File: config.mk
export PLATFORM = sky130hd
export DESIGN_NAME = segment_display_scheduler
export DESIGN_NICKNAME = d
export VERILOG_FILES = /design/src/rtl/segment_display_scheduler.sv
export SDC_FILE = /design/constraint.sdc
export NUM_CORES = 1
export LEC_CHECK = 0
export BUFFER_PORTS_ARGS = -buffer_cell sky130_fd_sc_hd__buf_2
export CORE_ASPECT_RATIO = 1.25
export CORE_MARGIN = 10
export CORE_UTILIZATION = 50
export DETAILED_ROUTE_END_ITERATION = 8
export GPL_TIMING_DRIVEN = 0
export PLACE_DENSITY = 0.69
export SLEW_MARGIN = 0
export SYNTH_ARGS = -nofsm -noshare
export SYNTH_HDL_FRONTEND = slang
export SYNTH_SLANG_ARGS = --single-unit
File: constraint.sdc
create_clock -name clock -period 13.03 [get_ports clock]
set_clock_uncertainty 0.15 [all_clocks]
set_input_delay 0.6515 -clock clock [delete_from_list [all_inputs] [get_ports clock]]
set_output_delay 0.6515 -clock clock [all_outputs]
set_load 0.01 [all_outputs]
File: src/rtl/segment_display_scheduler.sv
// Multiplexed seven-segment digit scheduler: per-digit slot timing with dead time and PWM
// brightness, plus a double-buffered digit store. Optional PWM dimming: SEGMENT_DISPLAY_SCHEDULER_BRIGHTNESS_EN.
module segment_display_scheduler #(
    parameter int NUMBER_OF_DIGITS = 4,
    parameter int PRESCALE_WIDTH   = 16,
    parameter int BRIGHTNESS_WIDTH = 4,
    parameter int DEAD_CYCLES      = 2,
    localparam int IW              = $clog2(NUMBER_OF_DIGITS)
) (
    input  logic                        clock,
    input  logic                        reset,
    input  logic [PRESCALE_WIDTH-1:0]   prescale,
    input  logic [BRIGHTNESS_WIDTH-1:0] brightness,
    input  logic                        wr_valid,
    output logic                        wr_ready,
    input  logic [IW-1:0]               wr_index,
    input  logic [4:0]                  wr_data,
    input  logic                        commit_req,
    output logic                        commit_ack,
    output logic                        next_segment,
    output logic                        blank,
    output logic [IW-1:0]               digit_index,
    output logic                        frame_start,
    output logic [4:0]                  digits [0:NUMBER_OF_DIGITS-1],
    output logic [1:0]                  fsm_state
);

    typedef enum logic [1:0] {
        ST_DEAD = 2'd0,
        ST_ON   = 2'd1,
        ST_OFF  = 2'd2
    } state_t;

    localparam int CW = PRESCALE_WIDTH + 1;
    localparam int MW = CW + BRIGHTNESS_WIDTH + 1;
    localparam logic [CW-1:0] DEAD_C = CW'(DEAD_CYCLES);
    localparam logic [CW-1:0] MIN_L  = CW'(DEAD_CYCLES + 1);
    localparam logic [IW-1:0] LAST   = IW'(NUMBER_OF_DIGITS - 1);

    // Handshake: a back-buffer write transfers on any rising edge where wr_valid and
    // wr_ready are both high; the master must hold index/data stable while stalled.
    state_t        state;
    logic          run;
    logic          pending;
    logic [CW-1:0] c, c_plus;
    logic [CW-1:0] l_q, on_q, l_in, on_in, l_eff, on_eff, pre_plus;
    logic          first, swap, wr_fire;
    logic [4:0]    back [0:NUMBER_OF_DIGITS-1];

    assign pre_plus = {1'b0, prescale} + CW'(1);
    assign l_in     = (pre_plus > MIN_L) ? pre_plus : MIN_L;

`ifdef SEGMENT_DISPLAY_SCHEDULER_BRIGHTNESS_EN
    logic [BRIGHTNESS_WIDTH:0] duty;
    logic [MW-1:0]             product;
    assign duty    = {1'b0, brightness} + (BRIGHTNESS_WIDTH + 1)'(1);
    assign product = MW'(l_in - DEAD_C) * MW'(duty);
    assign on_in   = DEAD_C + CW'(product >> BRIGHTNESS_WIDTH);
`else
    logic brightness_unused;
    assign brightness_unused = ^brightness;
    assign on_in             = l_in;
`endif

    // Slot cycle 0 uses the live inputs; the rest of the slot uses the values captured then.
    assign first        = run && (c == '0);
    assign l_eff        = first ? l_in : l_q;
    assign on_eff       = first ? on_in : on_q;
    assign c_plus       = c + CW'(1);
    assign next_segment = run && (c == l_eff - CW'(1));
    assign swap         = next_segment && pending && (digit_index == LAST);
    assign commit_ack   = swap;
    assign wr_ready     = run && !swap;
    assign wr_fire      = wr_valid && wr_ready && ({1'b0, wr_index} < (IW + 1)'(NUMBER_OF_DIGITS));
    assign frame_start  = first && (digit_index == '0);
    assign blank        = (state != ST_ON);
    assign fsm_state    = state;

    // Slot cycle 0 is always dead time, so DEAD_CYCLES is expected to be at least 1.
    always_ff @(posedge clock or negedge reset) begin
        if (!reset) begin
            state       <= ST_DEAD;
            run         <= 1'b0;
            c           <= '0;
            l_q         <= MIN_L;
            on_q        <= MIN_L;
            digit_index <= '0;
            pending     <= 1'b0;
            for (int i = 0; i < NUMBER_OF_DIGITS; i++) begin
                back[i]   <= '0;
                digits[i] <= '0;
            end
        end else begin
            run <= 1'b1;
            if (run) begin
                if (first) begin
                    l_q  <= l_in;
                    on_q <= on_in;
                end
                if (next_segment) begin
                    c           <= '0;
                    state       <= ST_DEAD;
                    digit_index <= (digit_index == LAST) ? '0 : digit_index + IW'(1);
                end else begin
                    c <= c_plus;
                    if (c_plus < DEAD_C)       state <= ST_DEAD;
                    else if (c_plus < on_eff)  state <= ST_ON;
                    else                       state <= ST_OFF;
                end
            end
            if (wr_fire) back[wr_index] <= wr_data;
            // A request arriving on the swap cycle becomes the next pending commit.
            if (swap) begin
                pending <= commit_req;
                for (int i = 0; i < NUMBER_OF_DIGITS; i++) digits[i] <= back[i];
            end else if (commit_req) begin
                pending <= 1'b1;
            end
        end
    end

endmodule
### Yosys cells after proc, flatten, opt, wreduce, memory -nomap -nowiden

Index checks and enable logic that the tools add are counted.

* reductions and logical operators: 13
* mux-type cells: 13
* magnitude comparators: 5
* equality and inequality tests: 3
* add/subtract/negate cells: 4
* bitwise operators: 1

Operators by type and width (count)
* two-way mux 17 bit: 4
* bitwise mux 20 bit: 1
* adder 16 x 1 -> 17 bit, second input constant: 1
* adder 17 x 1 -> 17 bit, second input constant: 1
* equality test 17 bit: 1
* > comparator 17 x 2 -> 1 bit, second input constant: 1
* logical NOT 17 bit: 1
* < comparator 17 bit: 1
* < comparator 17 x 2 -> 1 bit, second input constant: 1
* subtractor 17 x 1 -> 17 bit, second input constant: 1
* demux 5 bit (select 2 bit): 1
* logical AND 1 bit: 8
* two-way mux 2 bit: 4
* two-way mux 5 bit: 1
* greater-or-equal comparator 3 bit, second input constant: 1
* < comparator 3 x 1 -> 1 bit, second input constant: 1
* NOT 2 -> 3 bit: 1
* adder 2 x 1 -> 2 bit, second input constant: 1
* equality test 2 bit, second input constant: 1
* logical NOT 2 bit: 1
* two-way mux 1 bit: 2
* != test 2 x 1 -> 1 bit, second input constant: 1
* AND reduction 2 bit: 1
* nonzero test 2 bit: 1
* logical NOT 1 bit: 1

* flip-flop bits (word level): 97
* output and inout port bits: 29
* word-level logic and storage cells: 54
* input bits: 31

### Depth between registers and ports, before layout

* depth in word-level cells: 12
* mapped depth: 23

### Worst setup path after synthesis

No wires, ideal clock.

* path kind: input to output
* from: in prescale[0]
* to: out wr_ready
* data required time: 12.228 ns
* path slack: 8.034 ns
* stages: 19
* buffers on the path: 2
* arrival time: 4.195 ns
* path through: ha_1 > and4_1 > buf_4 > a21oi_1 > o32ai_2 > and4b_1 > a21oi_1 > nand2_1 > o21a_1 > inv_1 > ha_1 > nand4_1 > o21a_1 > nor4b_1 > o2111ai_1 > nor3_1 > nand4_4 > buf_6 > and2_1

* word-level cells in the longest chain between the ends: 11

Ends and longest elaborated chain
* from (decl): RTL line 12 `input logic [PRESCALE_WIDTH-1:0] prescale,`
* adder 16 x 1 -> 17 bit (*): RTL line 50 `assign pre_plus = {1'b0, prescale} + CW'(1);`
* > comparator 17 x 2 -> 1 bit: RTL line 51 `assign l_in = (pre_plus > MIN_L) ? pre_plus : MIN_L;`
* two-way mux 17 bit (*): RTL line 51
* two-way mux 17 bit (*)
* subtractor 17 x 1 -> 17 bit (*): RTL line 70 `assign next_segment = run && (c == l_eff - CW'(1));`
* equality test 17 bit (*): RTL line 70
* logical AND 1 bit (*): RTL line 70
* logical AND 1 bit (*) (2 in a row): RTL line 71 `assign swap = next_segment && pending && (digit_index == LAST);`
* logical NOT 1 bit (*): RTL line 73 `assign wr_ready = run && !swap;`
* logical AND 1 bit (*): RTL line 73
* to (decl): RTL line 15 `output logic wr_ready,`

Mark *: on every way between the ends. The rest lies on a longest branch, timed or not.

### Final worst setup path

* from: reg c[0]
* to: out wr_ready

* word-level cells in the longest chain between the ends: 10

Ends and longest elaborated chain
* from (decl): RTL line 45 `logic [CW-1:0] c, c_plus;`
* from (signal assigned): RTL line 105 `c <= c_plus;`
* logical NOT 17 bit: RTL line 66 `assign first = run && (c == '0);`
* logical AND 1 bit: RTL line 66
* two-way mux 17 bit
* subtractor 17 x 1 -> 17 bit: RTL line 70
* equality test 17 bit (*): RTL line 70
* logical AND 1 bit (*): RTL line 70
* logical AND 1 bit (*) (2 in a row): RTL line 71
* logical NOT 1 bit (*): RTL line 73
* logical AND 1 bit (*): RTL line 73

Marks and branches as above.

==> flow_summary.json <==
{
  "maxSlewHeadroom_pct": 48.2,
  "syn_nets": 709,
  "netlist_area_um2": 6250,
  "drt-pass1-iter-count": 5,
  "fill_cells": 1088,
  "grt_remaining_overflow": 0,
  "irDropWorstVdd_uv": 86.7,
  "dp.final_hpwl_mm": 14.1,
  "count_of_final_max_slew_check_failures": 0,
  "crit_slowest_cell": "sky130_fd_sc_hd__nor3_1",
  "crit_path_end_kind": "output port",
  "yosys.area.top_type_share_pct": 37.3,
  "dp.cells": 869,
  "cp.arrival_ps": 5790,
  "port_buffers": 49,
  "grt_max_degree": 73,
  "dominantRegCellSynth": "sky130_fd_sc_hd__dfrtp_1",
  "start_util_pct": 51.1,
  "timing.critical_path.from_type": "register",
  "cts.clk_slew.worst_paths_ps": 70,
  "crit_path_cell_trace": "inv_1 -> ha_1 -> nor4b_2 -> nand3_2 -> nor2_2 -> buf_2 -> buf_2 -> buf_1 -> o21a_1 -> inv_1 -> ha_1 -> a21boi_0 -> o31ai_1 -> o2111ai_1 -> nor3_1 -> nand4_4 -> buf_6 -> and2_1 -> buf_2",
  "vias": 5334,
  "cp.required_ps": 12230,
  "drt-vias-per-instance": 6.03,
  "postPlaceCellArea_um2": 6730,
  "ctsHoldBuffers": 0,
  "clk-insertion-delay-late_ps": 350,
  "non_filler_instances": 885,
  "pwr_density_cell_nw_per_um2": 121,
  "final_layout_size_suffix_gt1_share_pct": 21.8,
  "global_route_wire_length_before_repair_mm": 29.0,
  "row_count": 45,
  "drt_wl_total_mm": 17.8,
  "finalNetCount": 770,
  "grt_usage_pct": 20.5,
  "gp_congestion": 0.912,
  "p_leak_nw": 3.10,
  "floorplan.die_area_um2": 17400,
  "grt_setup_unrepaired": "no",
  "tritoncts": "yes",
  "grt_antenna_before_repair": 0,
  "num_cts_buffers": 9,
  "cpMostUsedCell": "sky130_fd_sc_hd__buf_2",
  "timing.final.crit_period_ps": 6590,
  "die_height_um": 145,
  "core-area_um2": 12200,
  "synth_commonest_cells": "93 x sky130_fd_sc_hd__dfrtp_1, 45 x sky130_fd_sc_hd__inv_1, 44 x sky130_fd_sc_hd__nor2_1",
  "worst-setup-path-type": "reg -> out",
  "timing.max_cap.violations": 0,
  "buffer_depth_of_the_longest_clock_path": 2,
  "synth_enable_flop_cells": 0,
  "layout.cell_area.non_filler_um2": 7040,
  "worst_slack_ps": 6440,
  "dpl_worst_slack_ps": 6820,
  "run_status": "finished clean",
  "hold_path_class": "in -> async",
  "post-layout-total-power_mw": 0.850,
  "dr.first_iter.drc_count": 406,
  "dieWidth_um": 120,
  "postCtsSetupRepairBufs": 0,
  "post-synth-top-count-cell": "sky130_fd_sc_hd__dfrtp_1",
  "cts.repair.resized": 0,
  "worst_slew_pin_slew_ps": 769,
  "max_fclk_mhz": 152,
  "antenna_violating_nets_post_route": 0,
  "yosys_warnings": 0,
  "io-pin-count": 60,
  "critical-path-max-stage-delay_ps": 500,
  "fin_hold_ws_ps": 49.6,
  "wl_per_cell_um": 20.1,
  "utilization_of_the_core_after_routing_pct": 57.7,
  "synth-async-reset-ratio_pct": 100,
  "report.final.hold_viol_count": 0,
  "h_tree_level_count": 3,
  "fin_crit_sh_pct": 50.6,
  "setup_total_negative_slack_ps": 0,
  "cts_root_buffer": "sky130_fd_sc_hd__clkbuf_16",
  "antennaDiodeCount": 0,
  "setup_viol": 0,
  "synth_seq_cells": 97,
  "drc": 0,
  "yosys.area.top_type": "sky130_fd_sc_hd__dfrtp_1",
  "timing.critical_path.fanout_max": 10,
  "avgSynthCellArea_um2": 9.54,
  "synth_cell_type_count": 78,
  "cts_num_sinks": 97,
  "first_global_vias": 5531,
  "syn_inst": 655,
  "areaGrowthSynthToFinish_pct": 12.8,
  "ys_seq_area_share_pct": 38.9,
  "netlist_top_cells_area": "sky130_fd_sc_hd__dfrtp_1 37%, sky130_fd_sc_hd__mux2_2 7.0%, sky130_fd_sc_hd__ha_1 4.6%, sky130_fd_sc_hd__xnor2_1 3.9%, sky130_fd_sc_hd__inv_1 2.7%"
}
where the power goes:
part	switching, mW	total (mW)	internal (mW)
clock network	0.127	0.282	0.155
logic	0.125	0.211	0.0863
registers	0.0273	0.357	0.330
total	0.279	0.850	0.571
cell usage in the layout (no fill, tap or decap), drive strengths merged, types with 19 or more instances in the layout:
cell	Yosys	routed
xnor2	28	28
o21ai	34	34
a21oi	24	24
nand3	32	32
nand2	39	39
dfrtp	93	93
nor3	19	19
inv	45	50
ha	23	23
nor2	45	45
buf	19	69
mux2	45	45
nand4	19	19
registers in the layout (all words and copies together) (netlist names):
signal,count
back,20
run,1
l_q,17
digits,20
fsm_state,2
pending,1
c,17
digit_index,2
on_q,17
worst max-delay path, delay by kind of cell (launching register included):
kind | cells | cell delay (ps)
adder cells (fa/ha/maj) | 2 | 440
AND/OR/NAND/NOR | 6 | 1880
AO/OA/AOI/OAI | 4 | 980
buffers and inverters | 7 | 1650
flip-flops | 1 | 470
cell type report:
type / instances / area (um^2) / area share [%]
clock buffers: 9 / 225 / 3.20
flip-flops and latches: 97 / 2430 / 34.5
inverters: 45 / 169 / 2.40
repair buffers: 50 / 275 / 3.91
multi-input cells: 485 / 3500 / 49.7
plain buffers: 28 / 145 / 2.06
clock inverters: 7 / 91.3 / 1.30
well taps: 164 / 205 / 2.91
worst paths after layout:
| kind | start | endpoint | slack, ps | cells after the start |
|---|---|---|---|---|
| hold reg to reg | on_q[2]$_DFFE_PN0P_ | on_q[2]$_DFFE_PN0P_ | 330 | 1 |
| max in group asynchronous | reset | on_q[0]$_DFFE_PN1P_ | 11960 | 2 |
| min in group clock | commit_req | pending$_DFFE_PN0P_ | 320 | 2 |
| setup reg to reg | c[0]$_DFFE_PN0P_ | c[14]$_DFFE_PN0P_ | 7170 | 19 |
| hold / removal | reset | back[7]$_DFFE_PN0P_ | 50 | 1 |
| setup / recovery | c[0]$_DFFE_PN0P_ | wr_ready | 6440 | 19 |
metal layers:
metal	up-vias	track usage [%]	wire length (um)
li1	2508	-	-
met1	2613	23.2	7190
met2	166	35.3	8980
met3	47	4.07	759
met4	0	10.7	856
met5	-	0	0
logic make-up (layout without fill, tap and decap cells):
family	count (synthesis)	in the layout	share of synthesized area [%]
flip-flops	97	97	38.9
XOR/XNOR	37	37	5.19
adder cells (fa/ha/maj)	23	23	4.61
multiplexers	51	51	9.43
buffers and inverters	73	139	5.03
AND/OR/NAND/NOR	239	239	22.3
other	1	1	0.0600
AO/OA/AOI/OAI	134	134	14.5
No activity file was read; power rests on OpenSTA's default activity.
